**config.mk**
```make
export PLATFORM = sky130hd
export DESIGN_NAME = alu_seq_flat
export DESIGN_NICKNAME = d
export VERILOG_FILES = /design/src/rtl/alu_seq_if.sv /design/src/rtl/alu_seq.sv /design/src/flat_wrapper.sv
export SDC_FILE = /design/constraint.sdc
export NUM_CORES = 1
export LEC_CHECK = 0
export CORE_ASPECT_RATIO = 1.75
export CORE_MARGIN = 3
export CORE_UTILIZATION = 30
export CTS_BUF_LIST = sky130_fd_sc_hd__clkbuf_8
export CTS_CLUSTER_SIZE = 16
export DETAILED_ROUTE_END_ITERATION = 8
export PLACE_DENSITY = 0.45
export SLEW_MARGIN = 10
export SYNTH_ARGS = -nofsm -noshare
export SYNTH_HDL_FRONTEND = slang
export SYNTH_SLANG_ARGS = --single-unit
export TNS_END_PERCENT = 100
```
**constraint.sdc**
```tcl
create_clock -name clk -period 5.78 [get_ports clk]
set_input_delay 1.445 -clock clk [delete_from_list [all_inputs] [get_ports clk]]
set_output_delay 1.445 -clock clk [all_outputs]
set_load 0.1 [all_outputs]
```
**src/rtl/alu_seq_if.sv**
```systemverilog
// alu_seq_if: issue/result bundle between a requester and alu_seq
interface alu_seq_if #(parameter int WIDTH = 16);
    logic             start;
    logic [3:0]       codop;
    logic [WIDTH-1:0] a;
    logic [WIDTH-1:0] b;
    logic             busy;
    logic             done;
    logic [WIDTH-1:0] out;
    logic             neg;
    logic             zero;
    logic             overflow;
    modport master (output start, codop, a, b, input busy, done, out, neg, zero, overflow);
    modport slave  (input start, codop, a, b, output busy, done, out, neg, zero, overflow);
endinterface

```
**src/rtl/alu_seq.sv**
```systemverilog
// alu_seq: registered ALU with single-cycle logic/arith ops and a WIDTH-cycle shift-add multiply
module alu_seq #(
    parameter int WIDTH = 16,
    parameter int SHW   = $clog2(WIDTH)
) (
    input logic      clk,
    input logic      rst_n,
    alu_seq_if.slave bus
);
    typedef enum logic {IDLE, MUL} state_t;
    state_t               state_q, state_d;
    logic [SHW-1:0]       cnt_q, cnt_d;
    logic [2*WIDTH-1:0]   acc_q, acc_d;
    logic [WIDTH-1:0]     ma_q, ma_d, mb_q, mb_d;
    logic [WIDTH-1:0]     out_q, out_d;
    logic                 neg_q, neg_d, zero_q, zero_d, ovf_q, ovf_d, done_q, done_d;
    logic [SHW-1:0]       sh;
    logic [WIDTH:0]       sum;
    logic [WIDTH-1:0]     res;
    logic                 res_ovf;
    logic [2*WIDTH-1:0]   acc_nx;
    always_comb begin
        sh      = bus.b[SHW-1:0];
        sum     = {1'b0, bus.a} + {1'b0, bus.b};
        res     = '0;
        res_ovf = 1'b0;
        case (bus.codop)
            4'd0, 4'd9:  begin res = sum[WIDTH-1:0]; res_ovf = sum[WIDTH]; end
            4'd1:        begin res = bus.b - bus.a; res_ovf = bus.a > bus.b; end
            4'd10:       begin res = bus.a - bus.b; res_ovf = bus.a < bus.b; end
            4'd2:        res = {{(WIDTH-1){1'b0}}, bus.a > bus.b};
            4'd3, 4'd6:  res = bus.a & bus.b;
            4'd4, 4'd7:  res = bus.a | bus.b;
            4'd5, 4'd8:  res = bus.a ^ bus.b;
            4'd11:       res = bus.a << sh;
            4'd12:       res = bus.a >> sh;
            4'd14:       res = $unsigned($signed(bus.a) >>> sh);
            default:     res = '0;
        endcase
        acc_nx  = acc_q + (mb_q[cnt_q] ? ({{WIDTH{1'b0}}, ma_q} << cnt_q) : '0);
        state_d = state_q;
        cnt_d   = cnt_q;
        acc_d   = acc_q;
        ma_d    = ma_q;
        mb_d    = mb_q;
        out_d   = out_q;
        neg_d   = neg_q;
        zero_d  = zero_q;
        ovf_d   = ovf_q;
        done_d  = 1'b0;
        if (state_q == IDLE && bus.start && bus.codop == 4'd13) begin
            state_d = MUL;
            cnt_d   = '0;
            acc_d   = '0;
            ma_d    = bus.a;
            mb_d    = bus.b;
        end else if (state_q == IDLE && bus.start) begin
            out_d  = res;
            neg_d  = res[WIDTH-1];
            zero_d = res == '0;
            ovf_d  = res_ovf;
            done_d = 1'b1;
        end else if (state_q == MUL) begin
            acc_d = acc_nx;
            cnt_d = cnt_q + SHW'(1);
            if (cnt_q == SHW'(WIDTH-1)) begin
                state_d = IDLE;
                out_d   = acc_nx[WIDTH-1:0];
                neg_d   = acc_nx[WIDTH-1];
                zero_d  = acc_nx[WIDTH-1:0] == '0;
                ovf_d   = |acc_nx[2*WIDTH-1:WIDTH];
                done_d  = 1'b1;
            end
        end
    end
    always_ff @(posedge clk) begin
        if (!rst_n) begin
            state_q <= IDLE;
            cnt_q   <= '0;
            acc_q   <= '0;
            ma_q    <= '0;
            mb_q    <= '0;
            out_q   <= '0;
            neg_q   <= 1'b0;
            zero_q  <= 1'b0;
            ovf_q   <= 1'b0;
            done_q  <= 1'b0;
        end else begin
            state_q <= state_d;
            cnt_q   <= cnt_d;
            acc_q   <= acc_d;
            ma_q    <= ma_d;
            mb_q    <= mb_d;
            out_q   <= out_d;
            neg_q   <= neg_d;
            zero_q  <= zero_d;
            ovf_q   <= ovf_d;
            done_q  <= done_d;
        end
    end
    assign bus.busy     = state_q == MUL;
    assign bus.done     = done_q;
    assign bus.out      = out_q;
    assign bus.neg      = neg_q;
    assign bus.zero     = zero_q;
    assign bus.overflow = ovf_q;
endmodule

```
**src/flat_wrapper.sv**
```systemverilog
// flat-port wrapper written by rule: the top's interface ports become plain ports
module alu_seq_flat 
#(
    parameter int WIDTH = 16,
    parameter int SHW   = $clog2(WIDTH)
)
  (clk, rst_n, bus_start, bus_codop, bus_a, bus_b, bus_busy, bus_done, bus_out, bus_neg, bus_zero, bus_overflow);
  alu_seq_if #(.WIDTH(WIDTH)) bus_i ();
  input logic clk;
  input logic rst_n;
  input wire logic [$bits(bus_i.start)-1:0] bus_start;
  input wire logic [$bits(bus_i.codop)-1:0] bus_codop;
  input wire logic [$bits(bus_i.a)-1:0] bus_a;
  input wire logic [$bits(bus_i.b)-1:0] bus_b;
  output wire logic [$bits(bus_i.busy)-1:0] bus_busy;
  output wire logic [$bits(bus_i.done)-1:0] bus_done;
  output wire logic [$bits(bus_i.out)-1:0] bus_out;
  output wire logic [$bits(bus_i.neg)-1:0] bus_neg;
  output wire logic [$bits(bus_i.zero)-1:0] bus_zero;
  output wire logic [$bits(bus_i.overflow)-1:0] bus_overflow;
  assign bus_i.start = bus_start;
  assign bus_i.codop = bus_codop;
  assign bus_i.a = bus_a;
  assign bus_i.b = bus_b;
  assign bus_busy = bus_i.busy;
  assign bus_done = bus_i.done;
  assign bus_out = bus_i.out;
  assign bus_neg = bus_i.neg;
  assign bus_zero = bus_i.zero;
  assign bus_overflow = bus_i.overflow;
  alu_seq #(.WIDTH(WIDTH), .SHW(SHW)) u_core (.clk(clk), .rst_n(rst_n), .bus(bus_i));
endmodule
```
# Word-level counts from Yosys, hierarchy flattened
# Cells that the tools add are included.
# op_classes
add_sub_neg,5
order_cmp,3
n_eq_ne,16
n_shift,4
mux,24
bitwise_logic,7
reduce_logical,15
# ops
operator,count
$pmux 16 s10,1
$mux 16,3
$add 32x32->32,1
$eq 4x4->1 const B,8
$logic_not 16->1,2
$mux 32,1
$shl 16x4->32,1
$sub 16x16->16,2
$add 16x16->17,1
$mux 1,17
$and 16x16->16,1
$eq 4x3->1 const B,4
$gt 16x16->1,1
$lt 16x16->1,1
$or 16x16->16,1
$reduce_or 16->1,1
$shl 16x4->16,1
$shr 16x4->16,1
$sshr 16x4->16,1
$xor 16x16->16,1
$reduce_or 2->1,5
$eq 4x2->1 const B,2
$lt 4x5->1 const B,1
$add 4x1->4 const B,1
other kinds (10),15
# totals
register_bits,89
input_bits,39
out_inout_bits,21

# Depth between registers and ports, before layout
# Gate-level depths: netlist of run 1.
# logic_depth
word_depth,8
ltp_mapped,21

# Worst setup path after synthesis of run 1
# Ideal clock, no wire load.
# synth_timing
path_kind,register -> register
from,register u_core.cnt_q[1]
to,register u_core.ovf_q (netlist: u_core.bus.overflow)
setup_time_ps,126
arrival_ps,4345
required_time_ps,5654
path_slack_ps,1309
stages_incl_launch_ff,20
path_buffers,3
path_cell_list,dfxtp_1 clkbuf_1 clkbuf_1 clkbuf_1 mux2i_1 nor2_1 a31oi_1 nor2_1 a21oi_1 nor2_1 ha_1 a21oi_1 o211ai_1 a211o_1 and3_4 or3_4 a2111oi_4 nand4b_1 nor4_2 a211oi_1
# synth_between
elab_chain_cells,8
# synth_rtl
element,line_no,text
from (decl),alu_seq.sv:12,"logic [SHW-1:0] cnt_q, cnt_d;"
from (signal assigned),alu_seq.sv:90,cnt_q <= cnt_d;
$bmux 1 s4,alu_seq.sv:40,"acc_nx = acc_q + (mb_q[cnt_q] ? ({{WIDTH{1'b0}}, ma_q} << cnt_q) : '0);"
$mux 1 (not written as such),alu_seq.sv:40,
$mux 32,alu_seq.sv:40,
$add 32x32->32,alu_seq.sv:40,
$reduce_or 16->1,alu_seq.sv:71,ovf_d = |acc_nx[2*WIDTH-1:WIDTH];
$mux 1,alu_seq.sv:66,if (cnt_q == SHW'(WIDTH-1)) begin
$mux 1,alu_seq.sv:63,end else if (state_q == MUL) begin
$mux 1,alu_seq.sv:57,end else if (state_q == IDLE && bus.start) begin
to (signal assigned),alu_seq.sv:97,ovf_q <= ovf_d;
to (decl),alu_seq.sv:16,"logic neg_q, neg_d, zero_q, zero_d, ovf_q, ovf_d, done_q, done_d;"
# Parallel ways exist; a longest one is shown, timed or not. The select of a mux whose other input is x is not followed.
# A chain may end at the register's enable or synchronous reset.

# Worst setup path in the final report of run 1
# layout_timing
from,register u_core.cnt_q[0]
to,register u_core.ovf_q (netlist: u_core.bus.overflow)
# The elaborated chain is that of the path after synthesis.

==> results.py, run 1 <==
metrics = {
    "die": {
        "initial_utilization": 0.304,
        "die_y_um": 267,
        "coreArea_um2": 38400,
        "die_area_um2": 41500,
        "rows": 95,
        "num_io_pins": 60,
        "dieWidth_um": 155,
    },
    "layout": {
        "syn_to_final_growth_pct": 13.7,
        "final_cell_area_um2": 13300,
        "num-fill-cells": 4169,
        "drive_gt1_frac": 0.115,
        "nets": 1770,
    },
    "sta": {
        "setup_violations": 0,
        "period_needed_ns": 5.12,
        "fmax_ghz": 0.195,
        "totalNegativeSetupSlack_ns": 0,
        "slew_headroom": 0.342,
        "fin_crit_sh": 0.887,
        "fin_skew_ns": 0.0108,
        "tightest_slew_ns": 0.984,
        "hold_viol_final": 0,
        "rsz0062_at_grt": "false",
        "slew_viol_final": 0,
    },
    "synth": {
        "ys_ff_latch": 88,
        "synth_top_family_by_area": "compound AO/OA/AOI/OAI gates",
        "synth_seq_area_share": 0.151,
        "synth_edf_count": 0,
        "ys_warn_count": 0,
        "syn_area_um2": 11700,
        "synth_simple_gate_area_share": 0.218,
        "synth_ff_type": "dfxtp_1",
        "ys_types": 91,
        "synthAdderAreaFrac": 0.113,
        "synthArstFlopShare": 0,
        "muxShareOfSynthArea": 0.136,
        "synth_largest_area_cell": "dfxtp_1",
        "synth_xor_area_frac": 0.0240,
        "synth.net_count": 1714,
        "synth_compound_area_frac": 0.290,
        "synth_area_leaders": "dfxtp_1, ha_1, a21oi_1",
        "avgSynthCellArea_um2": 7.43,
        "synth_top_cell_area_share": 0.151,
        "synth_cells": 1572,
    },
    "clock_tree": {
        "ctsResizeCount": 0,
        "cts_inserted_buffers": 9,
        "clk_pin_slew_ns": 0.11,
        "clock_latency_ns": 0.42,
        "cts.sinks": 88,
        "cts_setup_buffers": 0,
        "cts_tree": "done",
        "ctsHoldBuffers": 0,
        "cts-root-buf": "clkbuf_8",
        "cts_max_path_buffers": 2,
        "cts-htree-levels": 3,
    },
    "placement": {
        "post_dp_cell_area_um2": 13100,
        "hpwl_mm": 47.7,
        "port_buffers": 59,
        "gp_congestion": 1.07,
    },
    "worst_hold_path": {
        "hp-class": "reg2reg",
    },
    "global_route": {
        "grt_pass1_wl_mm": 84.5,
        "antenna_found_initial": 1,
        "grt_max_degree": 44,
        "track_usage": 0.274,
        "overflow": 0,
        "grt_pass1_vias": 13000,
    },
    "setup_path": {
        "critPathMaxFanout": 29,
        "crit_type": "reg2reg",
        "arrival_ns": 5.42,
        "crit_required_ns": 6.08,
        "worst_setup_path_end_kind": "register",
        "cp-start-kind": "register",
    },
    "detailed_routing": {
        "via_count": 12800,
        "ant_nets": 0,
        "routed_wl_mm": 57.9,
        "drt-pass1-iter-count": 6,
        "post_drt_wl_per_cell_um": 27.3,
        "drt_iter0_drc": 784,
        "viasPerCell": 6.03,
        "drc": 0,
    },
    "run": {
        "drv_cap": 0,
    },
    "run_status": {
        "status": "finished clean",
    },
    "pwr": {
        "peakVddDrop_uv": 95.8,
        "leakage_nw": 5.11,
        "p_per_area_nw_per_um2": 143,
    },
}
## cells by family (layout without fill, tap and decap cells)
group | Yosys count | count (layout)
buffers and inverters | 185 | 246
adders and majority gates | 103 | 103
AOI/OAI and AO/OA | 510 | 510
muxes | 116 | 116
xor gates and xnor gates | 32 | 32
other | 0 | 1
DFF | 88 | 88
and+or+nand+nor | 538 | 538
## synthesized netlist by cell type (all sizes together), types with 6 or more instances
| cell type | n |
|---|---|
| xor2 | 15 |
| a21o | 22 |
| nor2 | 155 |
| xnor2 | 17 |
| nand3 | 29 |
| o31ai | 10 |
| o211ai | 26 |
| inv | 69 |
| o21ai | 86 |
| o211a | 10 |
| and2 | 12 |
| a211o | 8 |
| a31oi | 20 |
| o21a | 17 |
| nor3 | 39 |
| nand2b | 12 |
| nor4 | 17 |
| nand4 | 16 |
| o21bai | 12 |
| ha | 99 |
| mux2i | 71 |
| buf | 43 |
| clkbuf | 68 |
| nor2b | 24 |
| dfxtp | 88 |
| or2 | 8 |
| or3 | 13 |
| mux2 | 12 |
| mux4 | 33 |
| a2111oi | 13 |
| a311oi | 10 |
| a21oi | 159 |
| nand2 | 173 |
| and3 | 10 |
| nand4b | 6 |
| a211oi | 44 |
| o221ai | 6 |
## placed cells by master (no fill, tap or decap), types with 11 or more instances in the layout
cell type / instances
buf_4: 96
a31oi_1: 20
nand3_1: 29
mux2i_1: 71
nand2_1: 173
inv_1: 69
nor4_1: 16
xnor2_1: 17
ha_1: 99
and2_1: 11
dfxtp_1: 87
o21ai_0: 80
nor3_1: 38
xor2_1: 15
mux4_2: 33
a21oi_1: 159
or3_1: 12
nand4_1: 16
nor2b_1: 24
nor2_1: 155
a21o_1: 21
nand2b_1: 12
o21a_1: 17
clkdlybuf4s50_1: 57
o21bai_1: 12
a211oi_1: 44
mux2_2: 12
o211ai_1: 26
## state kept, by name (all words and copies together), names as in the netlist
name and cells:
u_core.bus.out 15, u_core.bus.zero 1, u_core.ma_q 16, u_core.bus.overflow 1, u_core.bus.neg 1, u_core.mb_q 16, u_core.bus.busy 1, u_core.cnt_q 4
u_core.acc_q 32, u_core.bus.done 1
## where the power goes
| part | leakage (nW) | total [mW] | switching [mW] | internal, mW |
|---|---|---|---|---|
| sequential | 0.713 | 0.630 | 0.0111 | 0.619 |
| combinational | 4.30 | 0.822 | 0.546 | 0.276 |
| clock | 0.0969 | 0.446 | 0.281 | 0.166 |
| total | 5.11 | 1.90 | 0.838 | 1.06 |
## layer usage
layer  vias up  global-route usage  routed length, um
met4         0               0.220               5590
li1       5927                   -                  -
met3       211              0.0241               1850
met5         -                   0                  0
met2       468               0.532              31600
met1      6166               0.256              18900
## final cells by class
cell class | count | area, um^2 | area share
inverter | 74 | 278 | 0.0209
tap | 485 | 607 | 0.0457
clock buffer | 9 | 124 | 0.00932
antenna | 1 | 2.50 | 0.000188
clock inverter | 7 | 60.1 | 0.00452
multi-input combinational | 1299 | 9130 | 0.687
timing repair buffer | 156 | 1320 | 0.0995
sequential | 88 | 1760 | 0.133
## path summary, 6_finish.rpt
kind              slack (ns)  depth (start not counted)             from                   to
setup / recovery        0.66                         17  u_core.cnt_q[0]  u_core.bus.overflow
hold / removal          0.46                          2   u_core.mb_q[3]       u_core.mb_q[3]
setup reg to reg        0.66                         17  u_core.cnt_q[0]  u_core.bus.overflow
hold reg to reg         0.46                          2   u_core.mb_q[3]       u_core.mb_q[3]
## worst max-delay path, stage by stage (launching register included)
cell	delay, ns
dfxtp_1	0.52
buf_4	0.40
mux4_2	0.56
mux2i_1	0.21
nor2_1	0.09
a21oi_1	0.14
nor2_1	0.09
ha_1	0.39
a21oi_1	0.14
o21a_1	0.22
a211oi_1	0.61
and3_4	0.34
o21ai_0	0.28
a2111oi_4	0.40
nand4b_1	0.16
nor4_2	0.21
buf_4	0.16
a211oi_1	0.05
## metrics by stage
step	utilization	hold WS [ns]	std cells	worst slack, ns	power (mW)
6_report	0.346	0.462	2119	0.655	1.90
5_1_grt	0.346	0.480	2119	0.373	1.98
4_1_cts	0.346	0.460	2118	0.659	1.91
3_5_place_dp	0.341	0.443	2102	0.429	1.45
3_3_place_gp	0.341	0.442	2102	0.394	1.45
2_1_floorplan	-	0.433	1572	1.31	1.13
Note: power is estimated with default switching activity, not from simulation.
==> inputs of run 2 (changes only) <==
--- a/config.mk
+++ b/config.mk
@@ -5,6 +5,7 @@
 export SDC_FILE = /design/constraint.sdc
 export NUM_CORES = 1
 export LEC_CHECK = 0
+export CAP_MARGIN = 20
 export CORE_ASPECT_RATIO = 1.75
 export CORE_MARGIN = 3
 export CORE_UTILIZATION = 30
==> results of run 2 <==
No change in the layout: final DEF, timing and power equal those of run 1.
==> inputs of run 3 (changes only) <==
--- a/config.mk
+++ b/config.mk
@@ -5,6 +5,7 @@
 export SDC_FILE = /design/constraint.sdc
 export NUM_CORES = 1
 export LEC_CHECK = 0
+export ABC_AREA = 1
 export CAP_MARGIN = 20
 export CORE_ASPECT_RATIO = 1.75
 export CORE_MARGIN = 3
==> run 3 against run 2 <==
Compared with the run above:
- sequential power increased by 2%
- critical path type unchanged
- largest cell class unchanged
- register-to-register slack improved by 0.42 ns
- combinational power decreased by 2.6%
==> results.py, run 3 <==
metrics = {
    "synth": {
        "ys_ff_latch": 88,
        "synth_top_cell_area_share": 0.239,
        "synth_cells": 2182,
        "synth_most_common_cell": "nand2_1",
        "synth.net_count": 2324,
        "synth_ff_type": "dfxtp_1",
        "synthArstFlopShare": 0,
        "ys_types": 45,
        "synthTopCellsByCount": "nand2_1, inv_1, nand3_1",
        "syn_area_um2": 11800,
        "synth_edf_count": 0,
        "synth_area_leaders": "nand2_1, dfxtp_1, nand3_1",
        "synth_largest_area_cell": "nand2_1",
        "avgSynthCellArea_um2": 5.42,
        "synth_seq_area_share": 0.149,
        "ys_warn_count": 0,
    },
    "placement": {
        "port_buffers": 59,
        "gp_congestion": 1.01,
        "dp.cells": 2691,
        "hpwl_mm": 50.5,
    },
    "detailed_routing": {
        "post_drt_wl_per_cell_um": 22.2,
        "drt_iter0_drc": 839,
        "ant_nets": 0,
        "drc": 0,
        "via_count": 14200,
        "routed_wl_mm": 60.0,
        "viasPerCell": 5.25,
        "drt-pass1-iter-count": 8,
    },
    "die": {
        "die_y_um": 269,
        "die_area_um2": 41900,
        "num_io_pins": 60,
        "coreArea_um2": 38600,
        "dieWidth_um": 156,
        "initial_utilization": 0.306,
        "rows": 95,
    },
    "sta": {
        "slew_viol_final": 0,
        "fin_skew_ns": 0.0223,
        "fin_crit_sh": 0.814,
        "fmax_ghz": 0.213,
        "totalNegativeSetupSlack_ns": 0,
        "setup_violations": 0,
        "period_needed_ns": 4.71,
        "slew_headroom": 0.333,
        "tightest_slew_ns": 0.997,
        "hold_viol_final": 0,
        "rsz0062_at_grt": "false",
    },
    "clock_tree": {
        "ctsHoldBuffers": 0,
        "cts_inserted_buffers": 9,
        "ctsResizeCount": 0,
        "cts-htree-levels": 3,
        "cts.sinks": 88,
        "cts_tree": "done",
        "clk_pin_slew_ns": 0.11,
        "cts_max_path_buffers": 2,
        "clock_latency_ns": 0.42,
        "cts_setup_buffers": 0,
        "cts-root-buf": "clkbuf_8",
    },
    "pwr": {
        "leakage_nw": 6.81,
        "peakVddDrop_uv": 91.2,
        "p_per_area_nw_per_um2": 149,
        "total_power_mw": 1.98,
    },
    "layout": {
        "drive_gt1_frac": 0.0392,
        "largest_register": "u_core.acc_q",
        "largest_reg_flops": 32,
        "instances_no_fill": 2708,
        "syn_to_final_growth_pct": 12.0,
        "nets": 2359,
        "reg_top3": "u_core.acc_q: 32 flops, u_core.ma_q: 16 flops, u_core.mb_q: 16 flops",
        "final_common_cell": "nand2_1",
        "final_cell_mix": "nand2_1, inv_1, nand3_1",
    },
    "run_status": {
        "status": "finished clean",
    },
    "setup_path": {
        "cpPeakStageDelay_ns": 0.52,
        "crit_type": "reg2reg",
        "cp-start-kind": "register",
        "crit_required_ns": 6.11,
        "critPathMaxFanout": 18,
        "worst_setup_path_end_kind": "register",
        "cpMaxStageDelayCell": "dfxtp_1",
        "arrival_ns": 5.04,
        "path_cells": "buf_4, o21ai_0, o221ai_1, nand3_1, nand2_1, o211ai_1, inv_1, ha_1, nand2_1, nor2_1, nand3_1, nand3b_1, nand3_1, nand2_1, nand2_1, nand2_1, nand2_1, nor2_1, nand3_1, nand2_1, nand3_1, nand2_1, inv_1",
        "path_common_cell": "nand2_1",
        "crit_buf_inv": 3,
        "cp_top_family": "simple AND/OR/NAND/NOR gates",
    },
    "global_route": {
        "grt_pass1_vias": 14000,
        "grt_max_degree": 66,
        "grt_pass1_wl_mm": 87.3,
        "track_usage": 0.283,
        "antenna_found_initial": 1,
        "grtUsageMet1": 0.254,
        "gr-usage-met3": 0.0198,
        "busiest_layer": "met2",
        "met2_usage": 0.554,
        "overflow": 0,
    },
    "run": {
        "drv_cap": 0,
    },
    "worst_hold_path": {
        "hp-class": "reg2reg",
    },
}
run 3: cell types whose count changed in the layout (fill, tap and decap cells not counted), moves of 40 or more:
cell      change
o21ai_0      +40
a211oi_1     -43
buf_4        -47
inv_1       +206
mux2i_1      -70
nor2_1       +45
nand2_1     +580
nand3_1     +219
run 3: tightest hold or removal path, stage by stage, from the launching register on:
cell and delay (ns):
dfxtp_1 0.32, nand2_1 0.06, a21oi_1 0.06
run 3: area by class of cell:
type	instances	area, um^2
clock buffer	10	138
fill	4587	25400
inverter	282	1060
antenna	1	2.50
clock inverter	6	90.1
multi-input combinational	1728	8620
timing repair buffer	108	958
sequential	88	1760
tap	485	607
run 3: stage by stage:
step | utilization | worst slack (ns) | area [um^2] | hold slack [ns]
after floorplan | - | 2.09 | 11800 | 0.445
after global placement | 0.337 | 0.899 | 13000 | 0.453
after detailed placement | 0.337 | 0.912 | 13000 | 0.460
after CTS | 0.342 | 1.08 | 13200 | 0.475
after global routing | 0.343 | 0.664 | 13200 | 0.488
final | 0.343 | 1.07 | 13200 | 0.476
run 3: cell families (layout without fill, tap and decap cells):
group           Yosys count  count (layout)  synth area share
fa+ha+maj               103             103             0.112
other cells               0               1                 0
compound gates          327             327             0.154
simple gates           1280            1280             0.449
buf+inv                 366             406             0.123
flops                    88              88             0.149
mux                       1               1          0.000847
xor+xnor                 17              17            0.0126
run 3: report_power, final:
group | leakage (nW) | internal [mW] | switching (mW)
clock network | 0.113 | 0.257 | 0.274
logic | 5.99 | 0.226 | 0.575
registers | 0.714 | 0.626 | 0.0170
run 3: per-layer routing:
metal	vias up	part of all wire
met5	-	0
met4	0	0.11
met3	175	0.025
met2	423	0.54
met1	6532	0.32
li1	7085	-
run 3: path summary, 6_finish.rpt:
check	start	to	slack [ns]	depth (start not counted)
max	u_core.cnt_q[1]	u_core.bus.overflow	1.07	23
min	u_core.bus.out[9]	u_core.bus.out[9]	0.48	2
max reg2reg	u_core.cnt_q[1]	u_core.bus.overflow	1.07	23
min reg2reg	u_core.bus.out[9]	u_core.bus.out[9]	0.48	2
